==> src/rtl/neuron_arbiter.sv <==
// Round-robin arbiter that time-shares one neuron datapath among NREQ requesters.
// A grant latches the winner's operands, holds them on dp_in for LAT cycles, then captures the result.
module neuron_arbiter #(
  parameter int N    = 8,
  parameter int NIN  = 8,
  parameter int NREQ = 4,
  parameter int LAT  = 2
) (
  input  logic                    clk,
  input  logic                    rst_n,
  input  logic [NREQ-1:0]         req,
  input  logic [NREQ*NIN*N-1:0]   req_data,
  output logic [NREQ-1:0]         gnt,
  output logic [NIN*N-1:0]        dp_in,
  output logic                    dp_busy,
  input  logic [N-1:0]            dp_result,
  input  logic                    dp_neg,
  output logic [NREQ-1:0]         done,
  output logic [N-1:0]            rsp_data,
  output logic                    rsp_neg
);

  localparam int DW = NIN * N;
  localparam int IW = (NREQ > 1) ? $clog2(NREQ) : 1;
  localparam int CW = (LAT > 1) ? $clog2(LAT) : 1;

  typedef enum logic [1:0] {IDLE, EVAL, DONE} state_t;

  state_t          r_state, w_next;
  logic [IW-1:0]   r_ptr, r_sel, w_win;
  logic            w_found;
  logic [DW-1:0]   r_ops, w_ops;
  logic [CW-1:0]   r_cnt;
  logic [NREQ-1:0] r_gnt, r_done;
  logic [N-1:0]    r_rsp;
  logic            r_neg;

  // Two passes: first requesters at or above the pointer, then wrap to the lowest one.
  always_comb begin
    w_found = 1'b0;
    w_win   = '0;
    w_ops   = '0;
    for (int i = 0; i < NREQ; i++) begin
      if (!w_found && req[i] && (i >= int'(r_ptr))) begin
        w_found = 1'b1;
        w_win   = IW'(i);
        w_ops   = req_data[i*DW +: DW];
      end
    end
    for (int i = 0; i < NREQ; i++) begin
      if (!w_found && req[i]) begin
        w_found = 1'b1;
        w_win   = IW'(i);
        w_ops   = req_data[i*DW +: DW];
      end
    end
  end

  always_comb begin
    w_next = r_state;
    case (r_state)
      IDLE:    if (w_found) w_next = EVAL;
      EVAL:    if (r_cnt == '0) w_next = DONE;
      DONE:    w_next = IDLE;
      default: w_next = IDLE;
    endcase
  end

  always_ff @(posedge clk) begin
    if (!rst_n) r_state <= IDLE;
    else        r_state <= w_next;
  end

  always_ff @(posedge clk) begin
    if (!rst_n) begin
      r_ptr  <= '0;
      r_sel  <= '0;
      r_cnt  <= '0;
      r_ops  <= '0;
      r_gnt  <= '0;
      r_done <= '0;
      r_rsp  <= '0;
      r_neg  <= 1'b0;
    end else begin
      r_gnt  <= '0;
      r_done <= '0;
      case (r_state)
        IDLE: if (w_found) begin
          r_sel <= w_win;
          r_ops <= w_ops;
          r_cnt <= CW'(LAT - 1);
          r_gnt <= NREQ'(1) << w_win;
          r_ptr <= (w_win == IW'(NREQ - 1)) ? '0 : w_win + 1'b1;
        end
        EVAL: if (r_cnt != '0) begin
          r_cnt <= r_cnt - 1'b1;
        end else begin
          r_rsp  <= dp_result;
          r_neg  <= dp_neg;
          r_done <= NREQ'(1) << r_sel;
        end
        default: ;
      endcase
    end
  end

  assign dp_busy  = (r_state == EVAL);
  assign dp_in    = dp_busy ? r_ops : '0;
  assign gnt      = r_gnt;
  assign done     = r_done;
  assign rsp_data = r_rsp;
  assign rsp_neg  = r_neg;

endmodule

==> config.mk <==
export PLATFORM = sky130hd
export DESIGN_NAME = neuron_arbiter
export DESIGN_NICKNAME = d
export VERILOG_FILES = /design/src/rtl/neuron_arbiter.sv
export SDC_FILE = /design/constraint.sdc
export NUM_CORES = 1
export LEC_CHECK = 0
export ABC_AREA = 1
export BUFFER_PORTS_ARGS = -buffer_cell sky130_fd_sc_hd__buf_4
export CAP_MARGIN = 30
export CORE_MARGIN = 8
export CORE_UTILIZATION = 35
export CTS_CLUSTER_SIZE = 40
export DETAILED_ROUTE_END_ITERATION = 10
export PLACE_DENSITY = 0.73
export SLEW_MARGIN = 30
export SYNTH_ARGS = -nofsm -noshare
export SYNTH_HDL_FRONTEND = slang
export SYNTH_SLANG_ARGS = --single-unit
==> constraint.sdc <==
create_clock -name clk -period 1.8 [get_ports clk]
set_input_delay 0.09 -clock clk [delete_from_list [all_inputs] [get_ports clk]]
set_output_delay 0.09 -clock clk [all_outputs]
set_load 0.005 [all_outputs]
; Word level (Yosys, flattened, before mapping)
; Cells that the tools add are included.
; W data, S select, Z words.
[op_classes]
addsub = 2
mul = 0
div = 0
order_cmp = 3
n_eq_ne = 4
shift = 2
mux = 31
n_bitwise = 3
n_reduce_logical = 25
[ops]
columns = op, count
row1 = $mux W64, 9
row2 = $mux W2, 9
row3 = $mux W1, 11
row4 = $logic_and A1 B1 Y1, 10
row5 = $reduce_and A2 Y1, 4
row6 = $shl A1 B2 Y4 const A, 2
row7 = $logic_not A1 Y1, 7
row8 = $ge A1 B2 Y1 const A, 2
row9 = $ne A2 B2 Y1 const B, 2
row10 = $pmux W2 S2, 1
row11 = $not A1 Y1, 3
row12 = $reduce_and A3 Y1, 1
row13 = $reduce_or A3 Y1, 1
row14 = $add A2 B1 Y2 const B, 1
row15 = $eq A2 B1 Y1 const B, 1
row16 = $eq A2 B2 Y1 const B, 1
row17 = $ge A2 B2 Y1 const A, 1
row18 = $logic_not A2 Y1, 1
row19 = $pmux W1 S2, 1
row20 = $reduce_bool A2 Y1, 1
row21 = $sub A1 B1 Y1 const B, 1
[totals]
regBits = 88
latch_bits = 0
ramBits = 0
romBits = 0
out_inout_bits = 82
wordCells = 79
n_memories = 0

; Depth between registers and ports, before layout
[depth]
ltp_word = 28
ltp_mapped = 12
mapped_depth_nobuf = 11

; Worst setup path before layout
; Ideal clock, no wire load.
[synth_path]
kind = reg2reg
startpoint = register r_ptr[1]
endpoint = register r_ops[34]
arrival_time_ps = 1492
path_slack_ps = 194
path_stages_with_launch = 11
n_path_buf = 1
period_less_slack_ps = 1606
cell_sequence = dfxtp_1 > nand2_1 > nand2_2 > nand2_2 > nor3_4 > nand3_1 > nand2_2 > inv_2 > clkbuf_1 > o21ai_1 > nor2_1
[synth_via]
elab_chain_cells = 27
word_cells_on_any_way = 37
classes_between = order compare (3) / mux (16) / reduce/logical (18)
[synth_lines]
columns = item, line
row1 = start: declaration, 30  ; logic [IW-1:0] r_ptr, r_sel, w_win;
row2 = start signal: assignment, 93  ; r_ptr <= (w_win == IW'(NREQ - 1)) ? '0 : w_win + 1'b1;
row3 = $ge A1 B2 Y1, 44  ; if (!w_found && req[i] && (i >= int'(r_ptr))) begin
row4 = $logic_and A1 B1 Y1, 44
row5 = $mux W1, 44
row6 = $logic_not A1 Y1, 44
row7 = $logic_and A1 B1 Y1 (2 in a row), 44
row8 = $mux W1, 44
row9 = $logic_not A1 Y1, 44
row10 = $logic_and A1 B1 Y1 (2 in a row), 44
row11 = (+9 left out), --
row12 = $mux W1, 51  ; if (!w_found && req[i]) begin
row13 = $logic_not A1 Y1, 51
row14 = $logic_and A1 B1 Y1, 51
row15 = $mux W1, 51
row16 = $logic_not A1 Y1, 51
row17 = $logic_and A1 B1 Y1, 51
row18 = $mux W1, 51
row19 = $reduce_and A2 Y1 (no line), --
row20 = end signal: assignment, 90  ; r_ops <= w_ops;
row21 = end: declaration, 32  ; logic [DW-1:0] r_ops, w_ops;
; Several ways; a longest one is shown, not always the timed one.
; A chain may end at the register's enable or synchronous reset.

; Worst setup path in the final report
[layout_path]
startpoint = register r_ptr[1]
endpoint = register r_sel[1]
[layout_via]
elab_chain_cells = 27
word_cells_on_any_way = 35
classes_between = order compare (3) / mux (14) / reduce/logical (18)
[layout_lines]
columns = item, line
row1 = $ge A1 B2 Y1, 44
row2 = $logic_and A1 B1 Y1, 44
row3 = $mux W1, 44
row4 = $logic_not A1 Y1, 44
row5 = $logic_and A1 B1 Y1 (2 in a row), 44
row6 = $mux W1, 44
row7 = $logic_not A1 Y1, 44
row8 = $logic_and A1 B1 Y1 (2 in a row), 44
row9 = (+9 left out), --
row10 = $mux W1, 51
row11 = $logic_not A1 Y1, 51
row12 = $logic_and A1 B1 Y1, 51
row13 = $mux W1, 51
row14 = $logic_not A1 Y1, 51
row15 = $logic_and A1 B1 Y1, 51
row16 = $mux W1, 51
row17 = $reduce_and A2 Y1 (no line), --
row18 = end signal: assignment, 89  ; r_sel <= w_win;
row19 = end: declaration, 30
; Several ways; a longest one is shown, not always the timed one.

==> reports/summary.log <==
qor: pwr.pwr-share-comb 46.6%
qor: cts.cts.sinks 88
qor: status.status completed
qor: setup_path.arrival_time_at_the_worst_endpoint 2030 ps
qor: logic_synthesis.post_synth_edffs 0
qor: logic_synthesis.post_synth_instance_area 0.00737 sq mm
qor: logic_synthesis.synthesis.instances 1379
qor: cts.tritoncts_clock_tree done
qor: logic_synthesis.synth_flop_cell dfxtp_1
qor: logic_synthesis.synth_sequential_area_ratio 23.9%
qor: floorplan.std_cell_rows 53
qor: sta.postLayoutSetupSlackWorst 0.992 ps
qor: sta.period_share 99.9%
qor: logic_synthesis.synth_largest_area_cell dfxtp_1
qor: run.timing.max_cap.violations 0
qor: pwr.ir_worst_vdd 0.477 mV
qor: logic_synthesis.synth.ff_latch_count 88
qor: floorplan.design.core.area 0.0208 sq mm
qor: cells_and_area.design_area 0.0114 sq mm
qor: sta.timing.slew.headroom 61.6%
qor: logic_synthesis.post_synth.cell_area_avg 5.34 sq um
qor: sta.setup_viol 0
qor: sta.hold_viol 0
qor: setup_path.worst_setup_path_end_kind flop
qor: cells_and_area.drive_gt1_share 30.2%
qor: cts.max-clock-path-buffers 2
qor: pwr.switching_power 3.26 mW
qor: floorplan.number_of_top_level_pins 353
qor: detailed_routing.routedWlPerCell 18.5 um
qor: placed_design.detailed_place_hpwl 25.6 mm
qor: logic_synthesis.post_synth_and_or_nand_nor_area_fraction 52.6%
qor: detailed_routing.drt_first_pass_iters 6
qor: placed_design.numPlacedInstances 1948
qor: detailed_routing.via_cell_ratio 5.36
qor: setup_path.worst-endpoint-required 2040 ps
qor: logic_synthesis.synth-async-reset-ratio 0%
qor: placed_design.buffer_ports.inserted 352
qor: pwr.power.density 719 mW/mm^2
qor: logic_synthesis.syn-num-nets 1650
qor: logic_synthesis.synthTopCellsByArea dfxtp_1 24%, nand2_1 17%, nor2_1 14%
qor: sta.final.setup.tns 0 ps
qor: cts.clk_latency 350 ps
qor: pwr.p_clk_share 24.3%
qor: global_route.grt_pass1_wl 53.6 mm
qor: setup_path.crit_type reg2reg
qor: global_route.antenna_found_initial 0
qor: cts.cts_root_buffer clkbuf_16
qor: logic_synthesis.synth_cell_type_count 25
qor: cts.cts.htree.levels 3
qor: floorplan.die_span_in_x 161 um
qor: global_route.track_usage 25.4%
qor: sta.rsz0062_at_grt true
qor: logic_synthesis.netlist.area_leader.share 23.9%
qor: detailed_routing.route.final.wire_length 36.7 mm
qor: floorplan.fp.dieArea 0.0259 sq mm
qor: pwr.design_internal_power 4.97 mW
qor: cts.clk_pin_slew_worst_paths 70 ps
qor: sta.fmax 556 MHz
qor: detailed_routing.drc_violations 0
qor: detailed_routing.route.antenna.remaining_nets 0
qor: logic_synthesis.synthAdderAreaFrac 0%
qor: setup_path.critical_path.max_fanout 20
qor: global_route.grt_remaining_overflow 0
qor: detailed_routing.num_vias 10600
qor: cells_and_area.postLayoutCoreUtil 55.0%
qor: logic_synthesis.synth-warning-count 0
qor: pwr.report.power.total 8.22 mW
qor: sta.tightest_slew 576 ps
qor: logic_synthesis.synth_top_cells_by_count 339 x nand2_1, 279 x nor2_1, 184 x nand3_1, 148 x inv_1, 88 x dfxtp_1
qor: floorplan.fp.dieH 161 um
qor: cells_and_area.num-nets-final 1977
qor: cells_and_area.filler_cell_count 2099
qor: sta.finalWorstPathRequiredPeriod 1800 ps
qor: detailed_routing.drt_iter0_drc 1034
qor: cells_and_area.area.growth.synth_to_final 55.3%
qor: logic_synthesis.synth-xor-area-share 0%
qor: placed_design.routabilityCongestion 0.868
qor: sta.hold_slack 19.7 ps
qor: pwr.sw_frac_of_total 39.6%
qor: pwr.p_seq_share 29.1%
qor: floorplan.initial_utilization 35.4%
qor: logic_synthesis.synth_compound_area_share 9.41%
qor: global_route.vias_in_the_first_global_route 10100
qor: cts.numCtsBuffers 9
qor: cells_and_area.num_antenna_cells 0
qor: sta.number_of_slew_limit_violations_in_the_final_report 0
qor: logic_synthesis.combinational_family_with_the_most_area_after_synthesis simple AND/OR/NAND/NOR gates
qor: setup_path.start_kind flop
qor: cells_and_area.final_cells 1986
qor: hold_path.holdCritPathClass in2reg
qor: placed_design.postPlaceCellArea 0.0104 sq mm
qor: sta.finClkSkew 7.05 ps
qor: pwr.power.leakage 5.80 nW
qor: logic_synthesis.multiplexer_area_fraction_after_synthesis 0%
qor: global_route.grt_start_max_net_pins 45
qor: placed_design.dpl_worst_slack -4.99 ps
qor: logic_synthesis.synthMostInstantiatedCell nand2_1
-- registers in the layout, summed over array words and instances, names as in the netlist --
signal,cells
r_sel,2
rsp_neg,1
r_cnt,1
gnt,4
r_ptr,2
rsp_data,8
r_state,2
done,4
r_ops,64
-- critical path, cell delays in order (launching register included) --
cell,delay [ps]
dfxtp_2,360
nand2_2,70
nand2_4,100
nand2_4,80
nor3_4,340
nand3_2,140
nand2_4,140
inv_8,80
buf_12,160
nand3_1,120
o31ai_2,90
-- power groups by stage --
| stage | Clock, mW | Combinational (mW) | Sequential [mW] |
|---|---|---|---|
| 2_1_floorplan | 0 | 1.96 | 2.39 |
| 3_3_place_gp | 0 | 3.40 | 2.41 |
| 3_5_place_dp | 0 | 3.46 | 2.42 |
| 4_1_cts | 2.05 | 3.49 | 2.38 |
| 5_1_grt | 2.13 | 4.20 | 2.43 |
| 6_report | 2.00 | 3.83 | 2.39 |
-- placed cells by master (no fill, tap or decap), drive strengths merged --
cell	count
nand4	87
a31oi	20
nor3	2
o31ai	1
nand2	345
bufinv	1
dlygate4sd3	8
dfxtp	88
clkinv	3
nand3	185
o21ai	47
clkbuf	18
nor2	281
inv	155
buf	403
clkinvlp	2
a21oi	65
-- routing by layer --
layer	wire (um)	vias up	track usage, %
li1	-	5077	-
met1	14500	4847	29.6
met3	3990	99	7.71
met2	16700	619	41.3
met5	0	-	0
met4	1530	0	13.6
-- worst paths after layout --
| check | startpoint | endpoint | slack [ps] | cells past startpoint |
|---|---|---|---|---|
| worst max-delay path | r_ptr[1] | r_sel[1] | 1 | 10 |
| worst min-delay path | req_data[104] | r_ops[40] | 20 | 3 |
| worst max register to register | r_ptr[1] | r_sel[1] | 1 | 10 |
| worst min register to register | r_ops[1] | r_ops[1] | 460 | 2 |
-- area by class of cell --
cell class              count  area [sq um]  share of cell area (%)
clock buffers               9           225                    1.97
flip-flops and latches     88          1760                    15.4
inverters                 154           601                    5.25
multi-input cells        1033          4870                    42.5
repair buffers            420          3560                    31.1
clock inverters             7          85.1                   0.744
well taps                 275           344                    3.01
-- repair_timing --
item | in CTS | in global routing
buffers inserted | 0 | 3
setup endpoints to repair | 16 | 116
pin swaps | 0 | 33
hold buffers | 8 | 0
gates resized for setup | 1 | 128
endpoints found under the hold margin | 8 | 0
cloned | 0 | 11
-- cells by family (layout without fill, tap and decap cells) --
group	Yosys count	in the layout
AOI/OAI and AO/OA	133	133
buffers and inverters	258	590
DFF	88	88
and+or+nand+nor	900	900
Note: power is estimated with default switching activity, not from simulation.
